<file path="config.mk">
export PLATFORM = sky130hd
export DESIGN_NAME = uart_rx_framer
export DESIGN_NICKNAME = d
export VERILOG_FILES = /design/src/rtl/uart_rx_framer.sv
export SDC_FILE = /design/constraint.sdc
export NUM_CORES = 1
export LEC_CHECK = 0
export CORE_MARGIN = 2
export CORE_UTILIZATION = 58
export CTS_CLUSTER_DIAMETER = 30
export CTS_CLUSTER_SIZE = 14
export DETAILED_ROUTE_END_ITERATION = 8
export PLACE_DENSITY = 0.85
export SLEW_MARGIN = 30
export SYNTH_ARGS = -nofsm -noshare
export SYNTH_HDL_FRONTEND = slang
export SYNTH_SLANG_ARGS = --single-unit
export TNS_END_PERCENT = 50
</file>
<file path="constraint.sdc">
create_clock -name clk -period 1.85 [get_ports clk]
set_input_delay 0.37 -clock clk [delete_from_list [all_inputs] [get_ports clk]]
set_output_delay 0.37 -clock clk [all_outputs]
set_load 0.02 [all_outputs]
</file>
<file path="src/rtl/uart_rx_framer.sv">
// rtl/uart_rx_framer.sv - 8N1 UART receive framer with 2-of-3 mid-bit majority voting
//
// Ports:
//   clk          - single clock, rising edge
//   rst_n        - asynchronous active-low reset
//   uart_rx      - asynchronous serial input, idles high
//   rx_data      - last correctly framed byte
//   rx_valid     - one-cycle pulse, coincident with rx_data update
//   rx_frame_err - one-cycle pulse when the stop bit is sampled low
//   rx_busy      - high whenever the framer is not idle
module uart_rx_framer #(
  parameter int CLK_FREQUENCE = 50_000_000,
  parameter int BAUD_RATE     = 9600,
  parameter int BAUD_DIV      = CLK_FREQUENCE / BAUD_RATE
) (
  input  logic       clk,
  input  logic       rst_n,
  input  logic       uart_rx,
  output logic [7:0] rx_data,
  output logic       rx_valid,
  output logic       rx_frame_err,
  output logic       rx_busy
);

  generate
    if (BAUD_DIV < 8) begin : g_bad_baud_div
      $error("uart_rx_framer: BAUD_DIV must be at least 8");
    end
  endgenerate

  localparam int MID   = BAUD_DIV / 2;
  localparam int CNT_W = $clog2(BAUD_DIV);

  localparam logic [CNT_W-1:0] CNT_SAMP_A = CNT_W'(MID - 1);
  localparam logic [CNT_W-1:0] CNT_SAMP_B = CNT_W'(MID);
  localparam logic [CNT_W-1:0] CNT_DECIDE = CNT_W'(MID + 1);
  localparam logic [CNT_W-1:0] CNT_LAST   = CNT_W'(BAUD_DIV - 1);

  typedef enum logic [2:0] {
    IDLE,
    START,
    DATA,
    STOP,
    WAIT_HIGH
  } state_t;

  state_t           state;
  logic             rx_s1;
  logic             rx_s2;
  logic             rx_prev;
  logic [CNT_W-1:0] cnt;
  logic [2:0]       bit_idx;
  logic [7:0]       shreg;
  logic             samp_a;
  logic             samp_b;

  logic fall;
  logic at_decide;
  logic at_wrap;
  logic decision;

  assign fall      = rx_prev & ~rx_s2;
  assign at_decide = (cnt == CNT_DECIDE);
  assign at_wrap   = (cnt == CNT_LAST);
  // Third sample is the live synchronized value at the decision point.
  assign decision  = (samp_a & samp_b) | (samp_a & rx_s2) | (samp_b & rx_s2);

  // Synchronizer chain; reset to the idle-line level so no false edge
  // is seen coming out of reset.
  always_ff @(posedge clk or negedge rst_n) begin
    if (!rst_n) begin
      rx_s1   <= 1'b1;
      rx_s2   <= 1'b1;
      rx_prev <= 1'b1;
    end else begin
      rx_s1   <= uart_rx;
      rx_s2   <= rx_s1;
      rx_prev <= rx_s2;
    end
  end

  always_ff @(posedge clk or negedge rst_n) begin
    if (!rst_n) begin
      state        <= IDLE;
      cnt          <= '0;
      bit_idx      <= 3'd0;
      shreg        <= 8'h00;
      samp_a       <= 1'b1;
      samp_b       <= 1'b1;
      rx_data      <= 8'h00;
      rx_valid     <= 1'b0;
      rx_frame_err <= 1'b0;
      rx_busy      <= 1'b0;
    end else begin
      rx_valid     <= 1'b0;
      rx_frame_err <= 1'b0;

      if (state != IDLE && state != WAIT_HIGH) begin
        if (cnt == CNT_SAMP_A) samp_a <= rx_s2;
        if (cnt == CNT_SAMP_B) samp_b <= rx_s2;
        cnt <= at_wrap ? '0 : cnt + 1'b1;
      end

      case (state)
        IDLE: begin
          cnt <= '0;
          if (fall) begin
            state   <= START;
            bit_idx <= 3'd0;
            rx_busy <= 1'b1;
          end
        end

        START: begin
          // A start bit that votes high was a glitch: drop it silently.
          if (at_decide && decision) begin
            state   <= IDLE;
            cnt     <= '0;
            rx_busy <= 1'b0;
          end else if (at_wrap) begin
            state <= DATA;
          end
        end

        DATA: begin
          if (at_decide) shreg <= {decision, shreg[7:1]};
          if (at_wrap) begin
            if (bit_idx == 3'd7) begin
              state   <= STOP;
              bit_idx <= 3'd0;
            end else begin
              bit_idx <= bit_idx + 3'd1;
            end
          end
        end

        STOP: begin
          // Leave at mid-stop-bit so a back-to-back start edge is caught.
          if (at_decide) begin
            cnt <= '0;
            if (decision) begin
              rx_data  <= shreg;
              rx_valid <= 1'b1;
              state    <= IDLE;
              rx_busy  <= 1'b0;
            end else begin
              rx_frame_err <= 1'b1;
              state        <= WAIT_HIGH;
            end
          end
        end

        WAIT_HIGH: begin
          cnt <= '0;
          if (rx_s2) begin
            state   <= IDLE;
            rx_busy <= 1'b0;
          end
        end

        default: begin
          state   <= IDLE;
          cnt     <= '0;
          rx_busy <= 1'b0;
        end
      endcase
    end
  end

endmodule

</file>
==> flow_summary.yaml <==
clocking:
  htreeDepth: 2
  cts_sinks: 43
  root_buffer: "clkbuf_8"
  cts_tree: "done"
  cts_buffers: 5
  clock_latency_ns: 0.31
  clock_path_buffers: 2
  clk_pin_slew_ns: 0.09
synth:
  synthTopCellsByCount: "dfrtp_1, mux2_2, a21oi_1"
  synthFlopType: "dfrtp_1"
  synth_area_leaders: "dfrtp_1, mux2_2, dfstp_2"
  synthArstFlopShare: 1.00
  synth_area_leader_cell: "dfrtp_1"
  synth.most_common_cell: "dfrtp_1"
  synthDistinctLibCells: 57
  ys_ff_latch: 43
  synth-edff-count: 0
  syn_area_per_cell_um2: 12.1
  syn_nets: 185
  netlist_instances: 176
  syn_area_um2: 2130
  yosysSeqAreaShare: 0.509
  synth_warnings: 0
  yosysTopAreaCellShare: 0.447
grt:
  overflow: 0
  grt_start_max_net_pins: 23
  grt_pass1_vias: 1556
  grt_pass1_wl_um: 7130
  grt_use_total: 0.225
  antenna_found_initial: 0
finish:
  seqCellArea_um2: 1080
  area_delta_synth_final_pct: 17.6
  num-fill-cells: 250
  design_area_um2: 2500
  stdcell_count: 253
  layout-drive-gt1-share: 0.307
  diodes: 0
  multi_input_area_um2: 987
  final_core_utilization: 0.694
  nets: 213
timing:
  period_share: 0.957
  grt_setup_unrepaired: "yes"
  slew_violations: 0
  clock_skew_ns: 0.00636
  finalHoldViolations: 0
  worst_slew_pin_slew_ns: 0.408
  maxSlewHeadroom: 0.725
  final.min_clock_period_ns: 1.77
  clock.fmax_mhz: 565
  setup_viol_count_final: 0
setup_path:
  r2r_slack_ns: 0.08
  crit_fanout: 8
  worstPathRequired_ns: 2.04
  critPathCaptureType: "flip-flop"
  critPathKind: "reg -> reg"
  r2r_start: "cnt[0]$_DFF_PN0_"
  rr_endpoint: "shreg[5]$_DFFE_PN0P_"
  arrival_ns: 1.96
  crit_path_start_kind: "flip-flop"
  slowest_stage: "dfrtp_1"
  startpoint: "cnt[0]$_DFF_PN0_"
  rr_worst_depth: 5
  path_cells: "ha_1 > and3_1 > and4_1 > nand2_2 > mux2_2"
  crit_path_end: "shreg[5]$_DFFE_PN0P_"
  critPathMaxStageDelay_ns: 0.46
floorplan:
  rows: 22
  coreArea_um2: 3610
  die_area_um2: 4170
  ios: 14
  fp.dieW_um: 64.6
  initial_utilization: 0.590
  die_h_um: 64.6
placement:
  place_area_um2: 2360
  dp_hpwl_um: 3040
  placedCellCount: 241
  gp_congestion: 0.891
  io_buffers: 13
job:
  cap_violations: 0
detailed_routing:
  drcViolationCount: 0
  vias_per_cell: 5.92
  drt_pre_antenna_iters: 4
  drt_iter0_markers: 95
  totalWireLength_um: 4220
  vias: 1497
  detail-route-antenna-nets: 0
  wl_per_cell_um: 16.7
worst_hold_path:
  hold_class: "reg -> reg"
status:
  status: "finished, final reports clean"
power_and_ir_drop:
  ir_worst_vdd_mv: 0.544
  powerDensity_nw_per_um2: 841
  leakage_uw: 0.00116
==> flip-flops by register name, indices dropped and copies added, names as in the netlist <==
| register | flops |
|---|---|
| bit_idx | 3 |
| cnt | 13 |
| rx_busy | 1 |
| rx_data | 8 |
| rx_frame_err | 1 |
| rx_prev | 1 |
| rx_s1 | 1 |
| rx_s2 | 1 |
| rx_valid | 1 |
| samp_a | 1 |
| samp_b | 1 |
| shreg | 8 |
| state | 3 |
==> metrics by stage <==
stage / setup TNS, ns / worst slack, ns / power, µW / hold slack [ns]
2_1_floorplan: 0 / 0.159 / 1350 / 0.0744
3_3_place_gp: 0 / 0.0502 / 1450 / 0.203
3_5_place_dp: -0.0216 / -0.00873 / 1480 / 0.208
4_1_cts: 0 / 0.0582 / 2100 / 0.364
5_1_grt: -0.0245 / -0.0245 / 2220 / 0.372
6_report: 0 / 0.0793 / 2110 / 0.363
==> cell usage in the layout, fill, tap and decap left out, drive strengths merged, types with 6 or more instances in the layout <==
| cell | Yosys | final |
|---|---|---|
| nor2 | 6 | 6 |
| clkdlybuf4s50 | 0 | 12 |
| dfrtp | 38 | 38 |
| nand2 | 8 | 8 |
| inv | 7 | 8 |
| a21oi | 8 | 8 |
| buf | 5 | 15 |
| mux2 | 18 | 18 |
| o21ai | 7 | 7 |
| ha | 6 | 6 |
==> how the worst min path moves through the flow <==
| stage | end | depth (start not counted) | slack (ns) | start |
|---|---|---|---|---|
| global placement | rx_busy$_DFFE_PN0P_ | 1 | 0.20 | rst_n |
| finish | rx_s2$_DFF_PN1_ | 0 | 0.36 | rx_s1$_DFF_PN1_ |
| global route | rx_s2$_DFF_PN1_ | 0 | 0.37 | rx_s1$_DFF_PN1_ |
| CTS | rx_s2$_DFF_PN1_ | 0 | 0.36 | rx_s1$_DFF_PN1_ |
| detailed placement | state[0]$_DFFE_PN0P_ | 1 | 0.21 | rst_n |
| floorplan | bit_idx[0]$_DFFE_PN0P_ | 0 | 0.07 | rst_n |
==> repair_timing <==
item,4_1_cts,5_1_grt
setup buffers,1,2
pin swaps,1,1
endpoints found under the hold margin,5,0
setup endpoints to repair,8,18
hold buffers,1,0
gates resized for setup,0,3
==> per-layer routing <==
layer / part of all wire / vias to the layer above / routed length, µm / track usage
met5: 0 / - / 0 / 0
met4: 0.025 / 0 / 104 / 0.120
met3: 0.043 / 14 / 182 / 0.0503
met2: 0.54 / 53 / 2270 / 0.391
met1: 0.39 / 730 / 1660 / 0.259
li1: - / 700 / - / -
==> power breakdown <==
group / switching (µW) / internal [µW]
sequential: 117 / 1010
clock: 352 / 270
combinational: 197 / 159
==> cell families (layout without fill, tap and decap cells) <==
family,after synthesis,count (layout),share of synthesized area
flip-flops,43,43,0.509
XOR/XNOR,7,7,0.0288
multiplexers,21,21,0.109
adder cells (fa/ha/maj),7,7,0.0400
AO/OA/AOI/OAI,33,33,0.108
AND/OR/NAND/NOR,51,51,0.175
buffers and inverters,14,43,0.0306
==> worst max-delay path, delay by kind of cell, from the launching register on <==
family	cells	cell delay [ns]
adder cells (fa/ha/maj)	1	0.22
flip-flops	1	0.46
AND/OR/NAND/NOR	3	0.62
multiplexers	1	0.37
==> cell type report <==
cell class / count / share of cell area
well taps: 48 / 0.0240
flip-flops and latches: 43 / 0.433
clock buffers: 5 / 0.0275
clock inverters: 3 / 0.00950
repair buffers: 28 / 0.101
multi-input cells: 119 / 0.395
inverters: 7 / 0.0105
Power figures use the tool's default switching activity.
